--- src/rtl/morse_pkg.sv ---
// -----------------------------------------------------------------------------
// morse_pkg
// Shared types and constants for the Morse letter transmitter.
//   state_e      : controller states (GAP is only reachable when the
//                  MORSE_LETTER_GAP_EN macro is defined)
//   *_UNITS      : mark/space durations in Morse time units
//   PATTERN_W    : width of the left-aligned dot/dash pattern (1 = dash)
//   SIZE_W       : width of the symbol count (1..4)
//   unit_end()   : last tick index of an interval lasting 'units' units
// -----------------------------------------------------------------------------
package morse_pkg;

    typedef enum logic [2:0] {
        IDLE  = 3'd0,
        LOAD  = 3'd1,
        MARK  = 3'd2,
        SPACE = 3'd3,
        GAP   = 3'd4,
        DONE  = 3'd5
    } state_e;

    localparam int DOT_UNITS   = 1;
    localparam int DASH_UNITS  = 3;
    localparam int SPACE_UNITS = 1;
    localparam int GAP_UNITS   = 3;

    localparam int PATTERN_W = 4;
    localparam int SIZE_W    = 3;

    // The tick counter runs 0 .. units*tpu-1 inside one interval.
    function automatic int unit_end(input int units, input int tpu);
        return units * tpu - 1;
    endfunction

endpackage

--- src/rtl/morse_letter_rom.sv ---
// -----------------------------------------------------------------------------
// morse_letter_rom
// Purely combinational letter table for A..H.
//   select_i  [2:0]  letter code, 000 = A ... 111 = H
//   pattern_o [3:0]  dot/dash pattern, left-aligned, MSB sent first, 1 = dash
//   size_o    [2:0]  number of symbols (1..4); only the top size_o bits of
//                    pattern_o are meaningful
// -----------------------------------------------------------------------------
module morse_letter_rom
    import morse_pkg::*;
(
    input  logic [2:0]           select_i,
    output logic [PATTERN_W-1:0] pattern_o,
    output logic [SIZE_W-1:0]    size_o
);

    always_comb begin
        pattern_o = '0;
        size_o    = SIZE_W'(1);
        case (select_i)
            3'd0: begin pattern_o = 4'b0100; size_o = 3'd2; end // A .-
            3'd1: begin pattern_o = 4'b1000; size_o = 3'd4; end // B -...
            3'd2: begin pattern_o = 4'b1010; size_o = 3'd4; end // C -.-.
            3'd3: begin pattern_o = 4'b1000; size_o = 3'd3; end // D -..
            3'd4: begin pattern_o = 4'b0000; size_o = 3'd1; end // E .
            3'd5: begin pattern_o = 4'b0010; size_o = 3'd4; end // F ..-.
            3'd6: begin pattern_o = 4'b1100; size_o = 3'd3; end // G --.
            3'd7: begin pattern_o = 4'b0000; size_o = 3'd4; end // H ....
            default: begin pattern_o = '0; size_o = SIZE_W'(1); end
        endcase
    end

endmodule

--- src/rtl/morse_tx_controller.sv ---
// -----------------------------------------------------------------------------
// morse_tx_controller
// Transmits one Morse letter (A..H) on a single LED, timing marks and spaces
// in units of TICKS_PER_UNIT clock cycles.
//   clk     system clock, all state updates on the rising edge
//   reset   synchronous active-high reset, returns to IDLE
//   start   transmit request, sampled only in IDLE (level-sensitive)
//   select  letter code, latched when start is accepted
//   led     1 = mark, 0 = space (registered)
//   busy    high in every state except IDLE (registered)
//   done    one-cycle pulse when a letter completes (registered)
// Optional build macro MORSE_LETTER_GAP_EN: adds a 3-unit led=0 GAP state
// between the last mark and DONE so back-to-back letters are spaced.
// -----------------------------------------------------------------------------
module morse_tx_controller
    import morse_pkg::*;
#(
    parameter int TICKS_PER_UNIT = 25000000
)(
    input  logic       clk,
    input  logic       reset,
    input  logic       start,
    input  logic [2:0] select,
    output logic       led,
    output logic       busy,
    output logic       done
);

    // Wide enough for the longest interval (a dash or gap: 3 units).
    localparam int TICK_W = $clog2(3 * TICKS_PER_UNIT);
    typedef logic [TICK_W-1:0] tick_t;

    localparam tick_t DOT_END   = tick_t'(unit_end(DOT_UNITS,   TICKS_PER_UNIT));
    localparam tick_t DASH_END  = tick_t'(unit_end(DASH_UNITS,  TICKS_PER_UNIT));
    localparam tick_t SPACE_END = tick_t'(unit_end(SPACE_UNITS, TICKS_PER_UNIT));
`ifdef MORSE_LETTER_GAP_EN
    localparam tick_t GAP_END   = tick_t'(unit_end(GAP_UNITS,   TICKS_PER_UNIT));
`endif

    state_e                 state_q, state_d;
    logic [2:0]             sel_q, sel_d;
    logic [PATTERN_W-1:0]   shift_q, shift_d;
    logic [SIZE_W-1:0]      count_q, count_d;
    tick_t                  tick_q, tick_d;
    logic                   led_q, led_d;
    logic                   busy_q, busy_d;
    logic                   done_q, done_d;

    logic [PATTERN_W-1:0]   rom_pattern;
    logic [SIZE_W-1:0]      rom_size;
    tick_t                  mark_end;

    // The ROM looks at the latched letter, so select changes while busy
    // never reach the sequencer.
    morse_letter_rom u_rom (
        .select_i  (sel_q),
        .pattern_o (rom_pattern),
        .size_o    (rom_size)
    );

    assign mark_end = shift_q[PATTERN_W-1] ? DASH_END : DOT_END;

    always_ff @(posedge clk) begin
        if (reset) begin
            state_q <= IDLE;
            sel_q   <= '0;
            shift_q <= '0;
            count_q <= '0;
            tick_q  <= '0;
            led_q   <= 1'b0;
            busy_q  <= 1'b0;
            done_q  <= 1'b0;
        end else begin
            state_q <= state_d;
            sel_q   <= sel_d;
            shift_q <= shift_d;
            count_q <= count_d;
            tick_q  <= tick_d;
            led_q   <= led_d;
            busy_q  <= busy_d;
            done_q  <= done_d;
        end
    end

    always_comb begin
        state_d = state_q;
        sel_d   = sel_q;
        shift_d = shift_q;
        count_d = count_q;
        tick_d  = tick_q;

        case (state_q)
            IDLE: begin
                if (start) begin
                    sel_d   = select;
                    state_d = LOAD;
                end
            end
            LOAD: begin
                shift_d = rom_pattern;
                count_d = rom_size;
                tick_d  = '0;
                state_d = MARK;
            end
            MARK: begin
                if (tick_q == mark_end) begin
                    tick_d  = '0;
                    count_d = count_q - SIZE_W'(1);
                    // count_q == 1 means this was the last symbol.
                    if (count_q == SIZE_W'(1)) begin
`ifdef MORSE_LETTER_GAP_EN
                        state_d = GAP;
`else
                        state_d = DONE;
`endif
                    end else begin
                        shift_d = {shift_q[PATTERN_W-2:0], 1'b0};
                        state_d = SPACE;
                    end
                end else begin
                    tick_d = tick_q + tick_t'(1);
                end
            end
            SPACE: begin
                if (tick_q == SPACE_END) begin
                    tick_d  = '0;
                    state_d = MARK;
                end else begin
                    tick_d = tick_q + tick_t'(1);
                end
            end
            GAP: begin
`ifdef MORSE_LETTER_GAP_EN
                if (tick_q == GAP_END) begin
                    tick_d  = '0;
                    state_d = DONE;
                end else begin
                    tick_d = tick_q + tick_t'(1);
                end
`else
                // Unreachable without the gap feature; recover to IDLE.
                tick_d  = '0;
                state_d = IDLE;
`endif
            end
            DONE: begin
                state_d = IDLE;
            end
            default: begin
                state_d = IDLE;
            end
        endcase

        // Outputs are registered from the next state so they line up with
        // the state register with no combinational path from the inputs.
        led_d  = (state_d == MARK);
        busy_d = (state_d != IDLE);
        done_d = (state_d == DONE);
    end

    assign led  = led_q;
    assign busy = busy_q;
    assign done = done_q;

endmodule

--- config.mk ---
export PLATFORM = sky130hd
export DESIGN_NAME = morse_tx_controller
export DESIGN_NICKNAME = d
export VERILOG_FILES = /design/src/rtl/morse_pkg.sv /design/src/rtl/morse_letter_rom.sv /design/src/rtl/morse_tx_controller.sv
export SDC_FILE = /design/constraint.sdc
export NUM_CORES = 1
export LEC_CHECK = 0
export ABC_CLOCK_PERIOD_IN_PS = 2780
export CAP_MARGIN = 20
export CORE_ASPECT_RATIO = 0.5
export CORE_MARGIN = 2
export CORE_UTILIZATION = 30
export CTS_BUF_LIST = sky130_fd_sc_hd__clkbuf_16
export DETAILED_ROUTE_END_ITERATION = 7
export PLACE_DENSITY = 0.54
export SYNTH_ARGS = -nofsm -noshare
export SYNTH_HDL_FRONTEND = slang
export SYNTH_SLANG_ARGS = --single-unit
export TNS_END_PERCENT = 100
--- constraint.sdc ---
create_clock -name clk -period 2.78 [get_ports clk]
set_clock_uncertainty 0.15 [all_clocks]
set_input_delay 0.556 -clock clk [delete_from_list [all_inputs] [get_ports clk]]
set_output_delay 0.556 -clock clk [all_outputs]
set_load 0.005 [all_outputs]
# [After elaboration in Yosys (flattened, before gate mapping)]
# Memories as Yosys holds them, arrays and structs flattened. A register that Yosys moved wholly into a read port is not among the register bits.
# Index checks and enable logic that the tools add are counted.
[word_totals] output_inout_bits=3 memories=1 wordCells=46 in_bits=6 rom_bits=48 regBits=43
[classes] n_eq_ne=11 reduce_logical=8 add_sub_neg=2 mux=16
[memory_table] name="(no name shown)" depth=8 width=6 read_ports=1 rd_clocked_by_memory_dff=1 wr=0 line="morse_letter_rom.sv:20" rtl="case (select_i)"
[ops] op="27-bit two-way mux" count=3
[ops] op="27-bit one-hot mux with 3 select lines" count=1
[ops] op="27-bit by 1-bit adder with 27-bit output, second input constant" count=1
[ops] op="27-bit by 25-bit == test with 1-bit output, second input constant" count=1
[ops] op="27-bit == test" count=1
[ops] op="3-bit two-way mux" count=7
[ops] op="3-bit one-hot mux with 4 select lines" count=1
[ops] op="3-bit by 2-bit == test with 1-bit output, second input constant" count=3
[ops] op="4-bit two-way mux" count=2
[ops] op="4-bit one-hot mux with 2 select lines" count=1
[ops] op="3-bit by 1-bit == test with 1-bit output, second input constant" count=2
[ops] op="3-bit == test, second input constant" count=2
[ops] op="3-bit one-hot mux with 2 select lines" count=1
[ops] op="3-bit nonzero test" count=2
[ops] op="2-bit inequality test, second input constant" count=2
[ops] op="2-bit AND reduction" count=2
[ops] op="3-bit logical NOT" count=1
[ops] op="3-bit AND reduction" count=1
[ops] op="3-bit by 1-bit subtractor with 3-bit output, second input constant" count=1
[ops] op="2-bit nonzero test" count=1
[ops] op="2-bit OR reduction" count=1

# [Longest topological paths before layout]
[depth] depth_word=5 ltp_mapped=8 depth_no_buf=7

# [Cells and area by module]
# Synthesis repeated with hierarchy kept, for this count alone.
[unflattened] cells_unflattened=278 hier_area_um2=2434.8
[modules_own_cells] mod="morse_tx_controller" n_inst=1 seq_area_each_um2=860.8 cells_each=259 area_each_um2=2284.7
[modules_own_cells] mod="morse_letter_rom" n_inst=1 seq_area_each_um2=0.0 cells_each=19 area_each_um2=150.1

# [Least setup slack after synthesis]
# Ideal clock, no wire load.
[synth_timing] path_kind="register -> register" start="register tick_q[12]" end="register tick_q[0]" stages_incl_launch_ff=7 setup_ns=0.141 t_arrival_ns=1.920 period_less_slack_ns=2.211 slack_ns=0.569 path_buffers=1 required_time_ns=2.489 path_cell_list="dfxtp_1 or4b_1 nor3_2 o211ai_2 a211oi_4 buf_8 nor3_2"
[synth_via] elab_chain_cells=3
[synth_rtl] item="start, declared" line="morse_tx_controller.sv:44" rtl="tick_t tick_q, tick_d;"
[synth_rtl] item="start signal, assigned" line="morse_tx_controller.sv:78" rtl="tick_q <= tick_d;"
[synth_rtl] item="27-bit by 25-bit == test with 1-bit output or 27-bit == test (tied branches)" line="morse_tx_controller.sv:125, morse_tx_controller.sv:106"
[synth_rtl] item="27-bit two-way mux, on equally long branches" line="morse_tx_controller.sv:125, morse_tx_controller.sv:106"
[synth_rtl] item="27-bit one-hot mux with 3 select lines (*)" line="morse_tx_controller.sv:92" rtl="case (state_q)"
# Mark *: on every way between the ends. The rest lies on a longest branch, timed or not.
# A chain may end at the register's enable or synchronous reset.

# [Worst setup path after layout]
[layout_timing] start="register tick_q[11]" end="register shift_q[3]"
[layout_via] elab_chain_cells=3
[layout_rtl] item="27-bit == test" line="morse_tx_controller.sv:106" rtl="if (tick_q == mark_end) begin"
[layout_rtl] item="2-bit inequality test (no source line)"
[layout_rtl] item="3-bit AND reduction (no source line)"
[layout_rtl] item="end signal, assigned" line="morse_tx_controller.sv:76" rtl="shift_q <= shift_d;"
[layout_rtl] item="end, declared" line="morse_tx_controller.sv:42" rtl="logic [PATTERN_W-1:0] shift_q, shift_d;"
# No other way between the ends.

==> reports/metrics.yaml <==
status: "complete, no violations"
grt_max_degree: 28
hold_path_end: "shift_q[3]$_SDFFE_PP0P_"
fin_crit_ns: 2.40
p_leak_nw: 1.06
final_cells: 402
layout-drive-gt1-share_pct: 16.8
dp_hpwl_um: 3980
numCtsBuffers: 5
cts_sinks: 48
syn-num-nets: 289
nNetsFinal: 297
postCtsSetupBuffers: 0
synthArstFlopShare_pct: 0
dr.pass1.iters: 4
synth_cell_types: 57
final_common_cell: "dfxtp_1"
maxSlewViolCount: 0
reg2reg_depth: 5
grt_antenna_before_repair: 0
cts_root_buf: "clkbuf_16"
r2r_start: "tick_q[11]$_SDFFE_PP0P_"
synth_ff_type: "dfxtp_1"
worst-endpoint-arrival_ns: 2.42
num_vias: 2033
rows: 24
gp_congestion: 0.781
cts_tree: "done"
fin_setup_tns_ns: 0
drc: 0
ant_nets: 0
ctsHoldBuffers: 0
ir_worst_vdd_v: 0.000208
die_h_um: 70.0
startpoint_type: "flop"
routed_wirelength_um: 5480
slew_headroom_pct: 52.3
vias_per_cell: 5.06
hold_viol: 0
max_freq_mhz: 417
final_cell_mix: "48 x dfxtp_1, 21 x nor3_2, 19 x nand2_1, 19 x xor2_1, 14 x nor2_1"
min_path_cells: 1
slowest_delay_ns: 0.51
powerDensity_mw_per_mm2: 516
rsz0062_at_grt: "false"
grt_usage_pct: 12.5
yosysSeqAreaShare_pct: 36.7
max-clock-path-buffers: 2
crit_buf_inv: 0
first_global_vias: 1996
slowest_stage: "or4b_4"
fin_crit_sh_pct: 86.2
drtIter0Drc: 47
dieArea_mm2: 0.00953
maxCapViolations: 0
syn_avg_cell_area_um2: 9.48
end_kind: "flop"
ios: 9
hold_start: "shift_q[2]$_SDFFE_PP0P_"
tightest_slew_ns: 0.715
hold_class: "reg -> reg"
core_mm2: 0.00859
path_class: "reg -> reg"
clk_pin_slew_worst_paths_ns: 0.06
grt_pass1_wl_um: 9470
rrSetupSlack_ns: 0.38
cp_cell_sequence: "or4b_4 > nor4_4 > o2111ai_2 > o21a_1 > a211o_1"
yosysWarnings: 0
synth-seq-cells: 48
die_w_um: 136
antennaDiodeCount: 0
final-setup-viol-count: 0
area_growth_pct: 14.8
wl_per_cell_um: 13.6
cts_resized: 0
dp.cells: 394
fill_cells: 886
overflow: 0
synth_edf_count: 0
synthCells: 276
critical_path.top_delay_family: "simple AND/OR/NAND/NOR gates"
clk_latency_ns: 0.29
rr_endpoint: "shift_q[3]$_SDFFE_PP0P_"
crit_fanout: 7
port_buffers: 8
htree_levels: 2
crit_required_ns: 2.81
syn-cell-area_mm2: 0.00262
initial_utilization_pct: 30.5
power breakdown:
part           internal, mW  switching [mW]  leakage, nW
registers             0.716          0.0188        0.390
logic                0.0602          0.0726        0.589
clock network         0.423           0.259       0.0814
synth_stat cells, drive strengths merged (3+ instances only):
cell type	n	area, um2
inv	6	22.5
ha	7	87.6
nand3	8	40.0
and4	3	26.3
xor2	19	166
o21ai	10	50.1
dfxtp	48	961
and3	6	38.8
and3b	4	35.0
o21a	3	22.5
nand4	13	81.3
xnor2	4	35.0
mux2i	5	50.1
and2	5	31.3
clkbuf	11	41.3
or3	6	37.5
nor2	15	58.8
nand2b	4	25.0
nor2b	3	18.8
nor3	28	245
nor4	6	58.8
nand2	19	71.3
a211oi	7	65.1
buf	3	35.0
area by class of cell:
cell class / count / area (um2) / share of cell area [%]
clock buffers: 5 / 125 / 4.17
inverters: 6 / 22.5 / 0.750
repair buffers: 15 / 145 / 4.83
multi-input cells: 208 / 1560 / 52.0
flip-flops and latches: 48 / 961 / 32.0
clock inverters: 3 / 42.5 / 1.42
well taps: 117 / 146 / 4.87
sequential cells by signal, summed over array words and instances, names as in the netlist:
signal and cells:
led 1, busy 1, done 1, tick_q 27, state_q 3, shift_q 3
count_q 3, sel_q 3, u_rom.pattern_o 3, u_rom.size_o 3
per-layer routing:
metal	global-route usage, %	vias to the layer above	wire length (um)
li1	-	1033	-
met1	16.5	968	2720
met2	20.0	25	2540
met3	3.05	7	139
met4	4.28	0	78
met5	0	-	0
how the worst max path moves through the flow:
stage / slack [ns] / from / cells after the start / to
after floorplan: 0.57 / tick_q[12]$_SDFFE_PP0P_ / 6 / tick_q[0]$_SDFFE_PP0P_
after detailed placement: 0.22 / start / 8 / u_rom.pattern_o[1]$_DFF_P_
after global placement: 0.28 / start / 8 / u_rom.pattern_o[1]$_DFF_P_
after CTS: 0.40 / tick_q[10]$_SDFFE_PP0P_ / 5 / shift_q[3]$_SDFFE_PP0P_
after global routing: 0.21 / tick_q[11]$_SDFFE_PP0P_ / 5 / led$_SDFF_PP0_
final: 0.38 / tick_q[11]$_SDFFE_PP0P_ / 5 / shift_q[3]$_SDFFE_PP0P_
kinds of logic (layout without fill, tap and decap cells):
| logic type | count (synthesis) | after routing | share of synthesized area (%) |
|---|---|---|---|
| AO/OA/AOI/OAI | 40 | 40 | 11.6 |
| adder cells (fa/ha/maj) | 7 | 7 | 3.35 |
| flip-flops | 48 | 48 | 36.7 |
| XOR/XNOR | 23 | 23 | 7.70 |
| buffers and inverters | 20 | 29 | 3.78 |
| multiplexers | 6 | 6 | 2.34 |
| AND/OR/NAND/NOR | 132 | 132 | 34.5 |
per-stage QoR:
stage	total power [mW]	instance area [um2]	setup slack, ns	hold slack (ns)	util (%)
floorplan	0.840	2620	0.569	0.301	-
global placement	0.880	2840	0.279	0.328	33.0
detailed placement	0.886	2840	0.219	0.331	33.0
CTS	1.57	3000	0.397	0.349	35.0
global route	1.62	3000	0.214	0.370	35.0
finish	1.55	3000	0.383	0.349	35.0
Power figures use the tool's default switching activity.
